## config.mk

```make
export PLATFORM = sky130hd
export DESIGN_NAME = ccd_frame_streamer
export DESIGN_NICKNAME = d
export VERILOG_FILES = /design/src/rtl/ccd_frame_streamer.sv
export SDC_FILE = /design/constraint.sdc
export NUM_CORES = 1
export LEC_CHECK = 0
export CAP_MARGIN = 10
export CORE_ASPECT_RATIO = 0.7
export CORE_MARGIN = 2
export CORE_UTILIZATION = 59
export CTS_BUF_LIST = sky130_fd_sc_hd__clkbuf_4
export CTS_CLUSTER_DIAMETER = 50
export DETAILED_ROUTE_END_ITERATION = 10
export GPL_TIMING_DRIVEN = 0
export PLACE_DENSITY = 0.77
export SLEW_MARGIN = 0
export SYNTH_ARGS = -nofsm -noshare
export SYNTH_HDL_FRONTEND = slang
export SYNTH_SLANG_ARGS = --single-unit
```

## constraint.sdc

```tcl
create_clock -name clk -period 5.1 [get_ports clk]
set_clock_uncertainty 0.15 [all_clocks]
set_input_delay 0.51 -clock clk [delete_from_list [all_inputs] [get_ports clk]]
set_output_delay 0.51 -clock clk [all_outputs]
set_load 0.05 [all_outputs]
```

## src/rtl/ccd_frame_streamer.sv

```systemverilog
// ccd_frame_streamer: captures CCD ADC samples on pixel strobes and streams them as byte pairs to a USB FIFO
//   clk, rst_n      : single clock, asynchronous active-low reset
//   i_sp            : pixel strobe (level); a rising edge starts one ADC capture
//   i_frame_done    : end-of-frame; a rising edge queues a two-byte frame marker
//   i_adc_d/i_adc_of: ADC data and overrange, sampled as o_adc_clk falls
//   i_ft_txe_n      : USB FIFO has space when low
//   o_adc_clk       : ADC conversion clock
//   o_ft_d/o_ft_oe/o_ft_wr : USB FIFO byte, drive enable, write strobe (commits on fall)
//   o_ovf, o_of_seen: sticky drop flag, sticky ADC overrange flag
//   Macro CCD_OF_TAG_EN: when defined, byte 0 bit 7 carries the sample's overrange bit
module ccd_frame_streamer #(
  parameter int ADC_W = 12,
  parameter int FIFO_DEPTH = 16,
  parameter int ADC_DLY = 2,
  parameter int WR_HI = 6,
  parameter int WR_LO = 8,
  parameter logic [7:0] SYNC_BYTE = 8'hAA,
  parameter logic [7:0] END_BYTE = 8'hF5
) (
  input  logic             clk,
  input  logic             rst_n,
  input  logic             i_sp,
  input  logic             i_frame_done,
  input  logic [ADC_W-1:0] i_adc_d,
  input  logic             i_adc_of,
  input  logic             i_ft_txe_n,
  output logic             o_adc_clk,
  output logic [7:0]       o_ft_d,
  output logic             o_ft_oe,
  output logic             o_ft_wr,
  output logic             o_ovf,
  output logic             o_of_seen
);
  localparam int AW = $clog2(FIFO_DEPTH);
  localparam int EW = ADC_W + 2;
  localparam int CW = $clog2(ADC_DLY + 3);
  localparam int TMAX = (WR_HI > WR_LO) ? WR_HI : WR_LO;
  localparam int TW = $clog2(TMAX) + 1;
  localparam logic [CW-1:0] C_HI0 = CW'(ADC_DLY);
  localparam logic [CW-1:0] C_HI1 = CW'(ADC_DLY + 1);
  localparam logic [CW-1:0] C_CAP = CW'(ADC_DLY + 2);
  localparam logic [AW:0] C_FULL = (AW + 1)'(FIFO_DEPTH);
  localparam logic [AW:0] C_SFULL = (AW + 1)'(FIFO_DEPTH - 1);
  localparam logic [TW-1:0] C_HI_END = TW'(WR_HI - 1);
  localparam logic [TW-1:0] C_LO_END = TW'(WR_LO - 1);

  typedef enum logic [2:0] {IDLE, POP, WAIT, STROBE, GAP} state_t;

  logic             r_sp_prev, r_fd_prev, r_busy, r_mk_pend, r_adc_clk, r_ovf, r_of_seen;
  logic [CW-1:0]    r_cap_t;
  logic [AW:0]      r_wp, r_rp;
  logic [EW-1:0]    r_mem [FIFO_DEPTH];
  state_t           r_state;
  logic [EW-1:0]    r_ent;
  logic             r_sel;
  logic [TW-1:0]    r_tmr;
  logic [7:0]       r_ft_d;
  logic             r_ft_wr, r_ft_oe;

  logic             w_sp_rise, w_cap, w_mk, w_push_s, w_push_m, w_mk_drop, w_empty, w_of_tag;
  logic [CW-1:0]    w_t;
  logic [AW:0]      w_count;
  logic [EW-1:0]    w_wdata;
  logic [7:0]       w_raw, w_byte;

`ifdef CCD_OF_TAG_EN
  assign w_of_tag = i_adc_of;
`else
  assign w_of_tag = 1'b0;
`endif

  // Edges that arrive while a capture is in flight are ignored.
  assign w_sp_rise = i_sp & ~r_sp_prev & ~r_busy;
  assign w_t       = w_sp_rise ? '0 : r_cap_t;
  assign w_cap     = r_busy && (r_cap_t == C_CAP);
  assign w_count   = r_wp - r_rp;
  assign w_empty   = (r_wp == r_rp);
  // The last slot is reserved so a marker can still land behind a full run of samples.
  assign w_push_s  = w_cap && (w_count < C_SFULL);
  assign w_mk      = r_mk_pend | (i_frame_done & ~r_fd_prev);
  assign w_push_m  = w_mk && !w_push_s && (w_count < C_FULL);
  assign w_mk_drop = w_mk && !w_push_s && !(w_count < C_FULL);
  assign w_wdata   = w_push_s ? {1'b0, w_of_tag, i_adc_d} : {1'b1, {(EW - 1){1'b0}}};

  // Entry layout {tag, of, data}; tag=1 is a frame marker.
  assign w_raw  = r_sel ? r_ent[7:0] : {r_ent[ADC_W], 7'(r_ent[ADC_W-1:0] >> 8)};
  assign w_byte = r_ent[EW-1] ? (r_sel ? SYNC_BYTE : END_BYTE)
                              : ((w_raw == SYNC_BYTE) ? (w_raw | 8'h01) : w_raw);

  always_ff @(posedge clk or negedge rst_n) begin
    if (!rst_n) begin
      r_sp_prev <= 1'b0;
      r_fd_prev <= 1'b0;
      r_busy    <= 1'b0;
      r_cap_t   <= '0;
      r_adc_clk <= 1'b0;
      r_mk_pend <= 1'b0;
      r_ovf     <= 1'b0;
      r_of_seen <= 1'b0;
      r_wp      <= '0;
    end else begin
      r_sp_prev <= i_sp;
      r_fd_prev <= i_frame_done;
      if (w_sp_rise || r_busy) begin
        r_adc_clk <= (w_t == C_HI0) || (w_t == C_HI1);
        r_busy    <= ~w_cap;
        r_cap_t   <= w_t + 1'b1;
      end
      if (w_cap && i_adc_of) r_of_seen <= 1'b1;
      if ((w_cap && !w_push_s) || w_mk_drop) r_ovf <= 1'b1;
      // A marker waits only when a sample takes this cycle's push slot.
      r_mk_pend <= w_mk && w_push_s;
      if (w_push_s || w_push_m) r_wp <= r_wp + 1'b1;
    end
  end

  always_ff @(posedge clk) begin
    if (w_push_s || w_push_m) r_mem[r_wp[AW-1:0]] <= w_wdata;
  end

  always_ff @(posedge clk or negedge rst_n) begin
    if (!rst_n) begin
      r_state <= IDLE;
      r_rp    <= '0;
      r_ent   <= '0;
      r_sel   <= 1'b0;
      r_tmr   <= '0;
      r_ft_d  <= '0;
      r_ft_wr <= 1'b0;
      r_ft_oe <= 1'b0;
    end else begin
      case (r_state)
        IDLE: begin
          r_ft_oe <= 1'b0;
          if (!w_empty) r_state <= POP;
        end
        POP: begin
          r_ent   <= r_mem[r_rp[AW-1:0]];
          r_rp    <= r_rp + 1'b1;
          r_sel   <= 1'b0;
          r_state <= WAIT;
        end
        WAIT: if (!i_ft_txe_n) begin
          r_ft_d  <= w_byte;
          r_ft_oe <= 1'b1;
          r_ft_wr <= 1'b1;
          r_tmr   <= '0;
          r_state <= STROBE;
        end
        STROBE: begin
          r_tmr <= (r_tmr == C_HI_END) ? '0 : r_tmr + 1'b1;
          if (r_tmr == C_HI_END) begin
            r_ft_wr <= 1'b0;
            r_state <= GAP;
          end
        end
        GAP: begin
          r_tmr <= (r_tmr == C_LO_END) ? '0 : r_tmr + 1'b1;
          if (r_tmr == C_LO_END) begin
            r_sel   <= 1'b1;
            r_ft_oe <= !r_sel || !w_empty;
            r_state <= !r_sel ? WAIT : (w_empty ? IDLE : POP);
          end
        end
        default: r_state <= IDLE;
      endcase
    end
  end

  assign o_adc_clk = r_adc_clk;
  assign o_ft_d    = r_ft_d;
  assign o_ft_oe   = r_ft_oe;
  assign o_ft_wr   = r_ft_wr;
  assign o_ovf     = r_ovf;
  assign o_of_seen = r_of_seen;
endmodule
```

---- Word-level counts from Yosys, hierarchy flattened ----
Memories as Yosys holds them, arrays and structs flattened. A register that Yosys moved wholly into a read port is not among the register bits.
Index checks and enable logic that the tools add are counted.
operators by class
  $add $sub $neg .......................... 5
  order comparisons ....................... 2
  eq/ne operators ......................... 15
  muxes and demuxes ....................... 26
  bitwise logic cells ..................... 9
  reductions and logical operators ........ 29
operators by type and width
  operator               count
  $mux W8                2
  $mux W3                5
  $pmux W3 S5            1
  $mux W14               1
  $eq A3 B2 Y1 const B   4
  $mux W4                3
  $pmux W4 S3            1
  $add A5 B1 Y5 const B  2
  $eq A4 B3 Y1 const B   2
  $eq A8 B8 Y1 const B   1
  $logic_and A1 B1 Y1    8
  $mux W1                8
  $ne A2 B2 Y1 const B   4
  $mux W7                1
  $eq A3 B3 Y1 const B   2
  $reduce_and A2 Y1      3
  $reduce_and A3 Y1      2
  $reduce_bool A3 Y1     2
  $eq A5 B5 Y1           1
  $logic_not A1 Y1       5
  $logic_or A1 B1 Y1     5
  $lt A5 B4 Y1 const B   1
  $lt A5 B5 Y1 const B   1
  $not A1 Y1             5
  other kinds (12)       16
word-level totals
  bits in registers ....................... 38
  memory bits (writable) .................. 224
  input port bits ......................... 18
  output and inout bits ................... 13
  memories kept ........................... 1
memories
  name   words  bits a word  rd ports  clocked after memory_dff  write ports  RTL line  text
  r_mem  16     14           1         1                         1            52        logic [EW-1:0] r_mem [FIFO_DEPTH];

---- Longest topological paths before layout ----
Gate-level depths: netlist of run 1.
  depth after elaboration ................. 9
  mapped depth ............................ 11

---- Least setup slack after synthesis of run 1 ----
Ideal clock, no wire load.
  path kind ............................... reg-to-reg
  start point ............................. reg r_rp[1]
  end point ............................... mem r_mem[15][0] (netlist bit) (enable)
  data arrival time ....................... 3100 ps
  path slack .............................. 1446 ps
  cell stages (with the launch flop) ...... 9
  clock period less this slack ............ 3654 ps
  path through ............................ dfrtp_1 > buf_2 > buf_1 > inv_1 > fa_1 > a21o_1 > a21oi_2 > xor2_4 > nor3_1
between the ends
  word-level cells in the longest chain between the ends .. 9
ends and longest elaborated chain
  what                              RTL line  text
  from (decl)                       51        logic [AW:0] r_wp, r_rp;
  from (signal assigned)            139       r_rp <= r_rp + 1'b1;
  $sub A5 B5 Y5 *                   76        assign w_count = r_wp - r_rp;
  $lt A5 B4 Y1                      79        assign w_push_s = w_cap && (w_count < C_SFULL);
  $logic_and A1 B1 Y1               79
  $logic_not A1 Y1                  81        assign w_push_m = w_mk && !w_push_s && (w_count < C_FULL);
  $logic_and A1 B1 Y1 (2 in a row)  81
  $logic_or A1 B1 Y1 *              118       if (w_push_s || w_push_m) r_mem[r_wp[AW-1:0]] <= w_wdata;
  $mux W1 *                         118
  $mux W1 (implied by the code) *   118
  to (decl)                         52
Every way passes the cells marked *; elsewhere a longest branch is shown, timed or not.

---- Final worst setup path of run 1 ----
  start point ............................. reg r_rp[1]
  end point ............................... mem r_mem[6][7] (netlist bit) (enable)
Same word-level chain as after synthesis.

==> results of run 1 <==
==> flip-flops by register name, summed over array words and instances (netlist names) <==
name       cells
o_adc_clk      1
o_ft_d         8
o_ft_oe        1
o_ft_wr        1
o_of_seen      1
o_ovf          1
r_busy         1
r_cap_t        3
r_ent         13
r_fd_prev      1
r_mem        208
r_mk_pend      1
r_rp           5
r_sel          1
r_sp_prev      1
r_state        3
r_tmr          4
r_wp           5
==> where the power goes <==
group          leakage, nW  internal (mW)  switching (mW)  total (mW)
sequential            2.55           2.62           0.175        2.80
clock                0.473          0.905           0.778        1.68
combinational         1.50          0.988            1.32        2.31
==> logic make-up (layout without fill, tap and decap cells) <==
logic type / count (synthesis) / count (layout)
XOR/XNOR: 14 / 14
AND/OR/NAND/NOR: 157 / 157
flip-flops: 259 / 259
adder cells (fa/ha/maj): 15 / 15
AO/OA/AOI/OAI: 70 / 70
multiplexers: 68 / 68
buffers and inverters: 43 / 186
==> Yosys cell counts, types with 3 or more instances <==
library cell / n / area, µm²
a21o_1: 8 / 60.06
a21oi_1: 16 / 80.08
a221o_1: 13 / 130.1
and2_1: 10 / 62.56
and2_4: 9 / 78.83
and3_1: 13 / 81.33
buf_1: 3 / 11.26
buf_2: 7 / 35.03
buf_6: 9 / 101.4
clkbuf_1: 13 / 48.80
dfrtp_1: 51 / 1276
edfxtp_1: 208 / 6246
ha_1: 14 / 175.2
inv_1: 9 / 33.78
mux2i_1: 14 / 140.1
mux4_2: 52 / 1171
nand2_1: 56 / 210.2
nand2b_1: 5 / 31.28
nand3b_1: 3 / 22.52
nand4_1: 4 / 25.02
nor2_1: 20 / 75.07
nor2b_1: 6 / 37.54
nor3_1: 17 / 85.08
o21ai_0: 15 / 75.07
o21ai_1: 4 / 20.02
o22ai_1: 3 / 18.77
o31a_1: 3 / 26.28
xnor2_1: 6 / 52.55
xor2_1: 5 / 43.79
==> layer usage <==
metal  vias to the layer above  part of all wire, %  GRT usage (%)
met4                         0                  1.0          6.957
met1                      3088                   44          34.12
li1                       2678                    -              -
met2                       252                   48          39.47
met5                         -                    0              0
met3                        26                  6.8          4.943
==> placed cells by master, fill, tap and decap left out, types with 4 or more instances in the layout <==
master	netlist	final
xor2_1	5	5
edfxtp_1	208	208
mux2i_1	14	14
a221o_1	13	13
o21ai_1	4	4
o21ai_0	15	15
buf_2	7	8
clkinv_1	0	17
a21o_1	8	8
buf_6	9	10
nand2_1	56	56
inv_1	9	9
nor2_1	20	20
clkbuf_4	0	90
and2_4	9	9
nor3_1	17	16
and2_1	10	10
clkbuf_1	13	13
dfrtp_1	51	51
nor2b_1	6	6
a21oi_1	16	16
nand2b_1	5	5
clkdlybuf4s50_1	0	29
xnor2_1	6	6
nand4_1	4	4
ha_1	14	14
mux4_2	52	52
and3_1	13	13
==> area by class of cell <==
cell class / count / area, µm²
buffer: 32 / 196.4
clock buffer: 90 / 675.6
clock inverter: 20 / 128.9
fill: 1196 / 5728
inverter: 11 / 41.29
multi-input combinational: 324 / 3030
sequential: 259 / 7522
tap: 236 / 295.3
timing repair buffer: 33 / 336.6
==> worst paths after layout <==
check,startpoint,end,slack [ps],cells after the start
setup / recovery,r_rp[1]$_DFFE_PN0P_,r_mem[6][7]$_DFFE_PP_,900,10
hold / removal,rst_n,r_fd_prev$_DFF_PN0_,110,2
setup reg to reg,r_rp[1]$_DFFE_PN0P_,r_mem[6][7]$_DFFE_PP_,900,10
hold reg to reg,o_of_seen$_DFFE_PN0P_,o_of_seen$_DFFE_PN0P_,310,1
max in group asynchronous,rst_n,r_ent[13]$_DFFE_PN0P_,4110,3
min in group clk,i_frame_done,r_fd_prev$_DFF_PN0_,160,1
==> summary.md, run 1 <==
| Metric | Value |
|---|---|
| Post-Layout Cell Count | `1005` |
| Setup repair bufs after CTS | `0` |
| Post-Synth Adder-Cell Area | `1.810%` |
| Min cycle time layout | `4196 ps` |
| Area after DPL | `0.01141 mm²` |
| Clock Path Buffers | `3` |
| Slew headroom | `40.65%` |
| Power per cell area | `555.6 mW/mm²` |
| Mux contribution to synthesized area | `12.40%` |
| Final Setup Violations | `0` |
| Vias per std cell | `6.014` |
| Seq/Total Area, Yosys | `69.74%` |
| Post-route ant nets | `0` |
| Clock Sinks | `259` |
| GRT Residual Overflow | `0` |
| RSZ-0062 raised after global routing | `no` |
| # nets final | `752` |
| Largest stage delay on the critical path | `750 ps` |
| Hold Slack | `114.9 ps` |
| Initial antenna violation count | `0` |
| Final instance area | `0.01223 mm²` |
| Hold-fix buffer count after cts | `1` |
| #FFs+latches synth | `259` |
| Leakage power | `4.525 nW` |
| Initial Util | `60.07%` |
| Final Wtd Congestion | `0.8418` |
| Diode count | `0` |
| WS Path Type | `flip-flop to flip-flop` |
| Number of synthesized flops with an enable pin | `208` |
| I/O pins | `31` |
| Compound-Gate Fraction of Synth Area | `4.548%` |
| Iteration-0 DRC Markers | `741` |
| CP delay by family, top | `buffers and inverters` |
| TNS Setup | `0 ps` |
| Yosys warns | `0` |
| Routed via count | `6044` |
| Layout cell share with drive strength beyond 1 | `24.32%` |
| Chip Width | `165.6 µm` |
| Pins over their slew limit | `0` |
| Post-cts sizing count | `0` |
| Final hold vios | `0` |
| WP data arrival | `4310 ps` |
| Slowest cell on the critical path | `and3_1` |
| Drc violations | `0` |
| Die area | `0.01940 mm²` |
| Top_reg_cell synth | `edfxtp_1` |
| VDD IR max | `0.3397 mV` |
| Syn Nets | `659` |
| Largest net degree at the start of global routing | `40` |
| CP required | `5210 ps` |
| Post-Place Worst Slack | `947.9 ps` |
| WL/cell | `22.20 µm` |
| Clk_lat worst skew | `690 ps` |
| Post-synthesis xor/xnor area fraction | `1.555%` |
| Area growth syn-to-layout | `13.36%` |
| Num CTS Buffers | `58` |
| CP max FO | `13` |
| DP HPWL | `14890 µm` |
| Status | `complete, no violations` |
| Slew @ Worst Pin | `890.3 ps` |
| Clock transition at the registers of the reported paths | `70 ps` |
| PnR worst setup slack | `903.9 ps` |
| Netlist Area Pre-Place | `0.01079 mm²` |
| Vias in the first global route | `6312` |
| Max-capacitance violation count | `0` |
| Post-synth cell types | `55` |
| Die outline height | `117.1 µm` |
| CP bufs+invs | `4` |
| F_max | `0.2383 GHz` |
| Startpoint types | `flip-flop` |
| Routed WL | `22320 µm` |
| Root Driver | `clkbuf_4` |
| Hold WC Path Type | `input pin to async pin` |
| CTS tree | `yes` |
| Power Total | `6.793 mW` |
| Drt pass-1 iters | `5` |
| Post-layout util | `68.10%` |
| CP endpoint kind | `flip-flop` |
| GR Util All Layers | `24.16%` |
| Area of the core | `0.01795 mm²` |
| Placed cells | `894` |
| Row count | `41` |
| Mean post-synth cell area | `17.23 µm²` |
| Tcrit/Tclk final | `82.28%` |
| Largest family of logic cells by synthesized area | `multiplexers` |
| H-tree depth | `2` |
| Post-synthesis instance total | `626` |
| Global-route wire length before repair | `34870 µm` |
| Post-synthesis simple-gate area fraction | `7.738%` |
| Cell Chain, Critical Path | `buf_2 -> buf_1 -> inv_1 -> fa_1 -> a21o_1 -> a21oi_2 -> xor2_4 -> nor2_4 -> buf_6 -> and3_1` |
| Asr flop ratio synth | `19.69%` |
| Port buffer count | `30` |
(Power assumes the default switching activity.)
==> inputs of run 2 (changes only) <==
- clock period: 5.1 -> 4.4 ns (I/O delays scaled with it)
==> run 2 against run 1 <==
Effect of this change:
- clock power grew 16%
- core utilization barely moved
- first-iteration DRC count is the same
- sequential cell count is the same
- critical path type unchanged
- power grew 16%
- critical endpoint is now r_mem[4][7]$_DFFE_PP_
- wire length barely moved
- global-route usage is the same
- register-to-register slack worse by 630 ps
- maximum frequency rose by 1.6%
- worst setup slack worse by 630 ps
==> summary.md, run 2 (synthesized netlist as in run 1, its figures left out) <==
| Metric | Value |
|---|---|
| Cell Chain, Critical Path | `buf_2 -> buf_1 -> inv_1 -> fa_1 -> a21o_1 -> a21oi_2 -> xor2_4 -> nor2_4 -> buf_6 -> and3_1` |
| Initial antenna violation count | `0` |
| Final instance area | `0.01223 mm²` |
| F_max | `0.2421 GHz` |
| FF-to-FF path depth | `10` |
| CP endpoint kind | `flip-flop` |
| CP required | `4520 ps` |
| Min cycle time layout | `4130 ps` |
| Largest net degree at the start of global routing | `40` |
| Setup repair bufs after CTS | `0` |
| Startpoint types | `flip-flop` |
| Slew headroom | `46.56%` |
| Area of the core | `0.01795 mm²` |
| Power per cell area | `643.9 mW/mm²` |
| Status | `complete, no violations` |
| Clock Sinks | `259` |
| Root Driver | `clkbuf_4` |
| Slowest cell on the critical path | `and3_1` |
| Final Setup Violations | `0` |
| Vias per std cell | `6.015` |
| Num CTS Buffers | `58` |
| Chip Width | `165.6 µm` |
| RR Endpoint | `r_mem[4][7]$_DFFE_PP_` |
| Worst Setup SP | `r_rp[1]$_DFFE_PN0P_` |
| Drc violations | `0` |
| Max-capacitance violation count | `0` |
| # nets final | `752` |
| Largest stage delay on the critical path | `680 ps` |
| Area after DPL | `0.01141 mm²` |
| Placed cells | `894` |
| Final Wtd Congestion | `0.8418` |
| GRT Residual Overflow | `0` |
| I/O pins | `31` |
| Slew @ Worst Pin | `801.6 ps` |
| TNS Setup | `0 ps` |
| Port buffer count | `30` |
| Fillers | `1194` |
| R2R Setup Slk | `270 ps` |
| Iteration-0 DRC Markers | `741` |
| Clock transition at the registers of the reported paths | `70 ps` |
| Post-route ant nets | `0` |
| Most common cell after layout, fill and taps aside | `edfxtp_1` |
| Tcrit/Tclk final | `93.86%` |
| Area growth syn-to-layout | `13.39%` |
| Vias in the first global route | `6312` |
| H-tree depth | `2` |
| Pins over their slew limit | `0` |
| Post-Layout Cell Count | `1005` |
| Drt pass-1 iters | `5` |
| Power Total | `7.875 mW` |
| WS Path Type | `flip-flop to flip-flop` |
| Global-route wire length before repair | `34870 µm` |
| Final hold vios | `0` |
| Routed via count | `6045` |
| Clk_lat worst skew | `690 ps` |
| DP HPWL | `14890 µm` |
| WL/cell | `22.21 µm` |
| WP data arrival | `4250 ps` |
| Layout cell share with drive strength beyond 1 | `24.58%` |
| Routed WL | `22320 µm` |
| GR Util All Layers | `24.16%` |
| Max FFs per register | `208` |
| CTS tree | `yes` |
| PnR worst setup slack | `270.0 ps` |
| Leakage power | `4.525 nW` |
| Clock Path Buffers | `3` |
| VDD IR max | `0.3938 mV` |
| Commonest cells after routing, fill and taps aside | `edfxtp_1, clkbuf_4, nand2_1, mux4_2, dfrtp_1` |
| Initial Util | `60.07%` |
| CP max FO | `13` |
| Die outline height | `117.1 µm` |
| Hold WC Path Type | `input pin to async pin` |
| RSZ-0062 raised after global routing | `no` |
| Worst r2r src | `r_rp[1]$_DFFE_PN0P_` |
| Post-Place Worst Slack | `247.9 ps` |
| Die area | `0.01940 mm²` |
| Diode count | `0` |
| Row count | `41` |
==> run 2: changes by cell type in the layout (fill, tap and decap cells not counted) <==
| cell | delta |
|---|---|
| and3_2 | +1 |
| and2_2 | +1 |
| and2_1 | -1 |
| and3_1 | -1 |
==> run 2: metal layers <==
metal | GRT usage, % | vias to the layer above | share of wire [%]
li1 | - | 2679 | -
met2 | 39.47 | 251 | 48
met4 | 6.957 | 0 | 1.0
met1 | 34.12 | 3091 | 44
met3 | 4.943 | 24 | 6.8
met5 | 0 | - | 0
==> run 2: how the worst max path moves through the flow <==
stage | to | slack (ps) | cells after the start
after floorplan | r_mem[15][0]$_DFFE_PP_ | 750 | 8
after global placement | r_mem[15][11]$_DFFE_PP_ | -430 | 8
after detailed placement | r_mem[3][9]$_DFFE_PP_ | 250 | 9
after CTS | r_mem[3][8]$_DFFE_PP_ | 190 | 9
after global routing | r_mem[7][10]$_DFFE_PP_ | 30 | 9
final | r_mem[4][7]$_DFFE_PP_ | 270 | 10
==> run 2: stage by stage <==
stage	hold slack (ps)	util [%]
final	44.05	68.11
after global placement	288.1	63.39
after floorplan	-5.591	-
after CTS	17.82	68.10
after detailed placement	212.2	63.56
after global routing	27.50	68.11
==> run 2: worst max-delay path, delay by kind of cell, from the launching register on <==
family                   cells  cell delay, ps
AO/OA/AOI/OAI                2             480
buffers and inverters        4            1160
AND/OR/NAND/NOR              2             880
XOR/XNOR                     1             170
adder cells (fa/ha/maj)      1             520
flip-flops                   1             350
==> run 2: layout make-up <==
cell class	count	area [µm²]	share of cell area, %
Clock buffer	90	675.6	5.525
Clock inverter	20	128.9	1.054
Tap cell	236	295.3	2.415
Sequential cell	259	7522	61.51
Timing Repair Buffer	33	336.6	2.752
Buffer	32	196.4	1.606
Inverter	11	41.29	0.3376
Multi-Input combinational cell	324	3033	24.80
==> run 2: timing repair <==
item,in CTS,in global routing
endpoints found under the hold margin,51,0
hold buffers,1,0
resized for setup,0,2
endpoints found under the setup margin,0,4
==> run 2: power breakdown <==
group          total (mW)  switching, mW  internal [mW]  leakage [nW]
clock                1.95          0.902           1.05         0.473
combinational        2.68           1.54           1.15          1.50
sequential           3.24          0.203           3.04          2.55
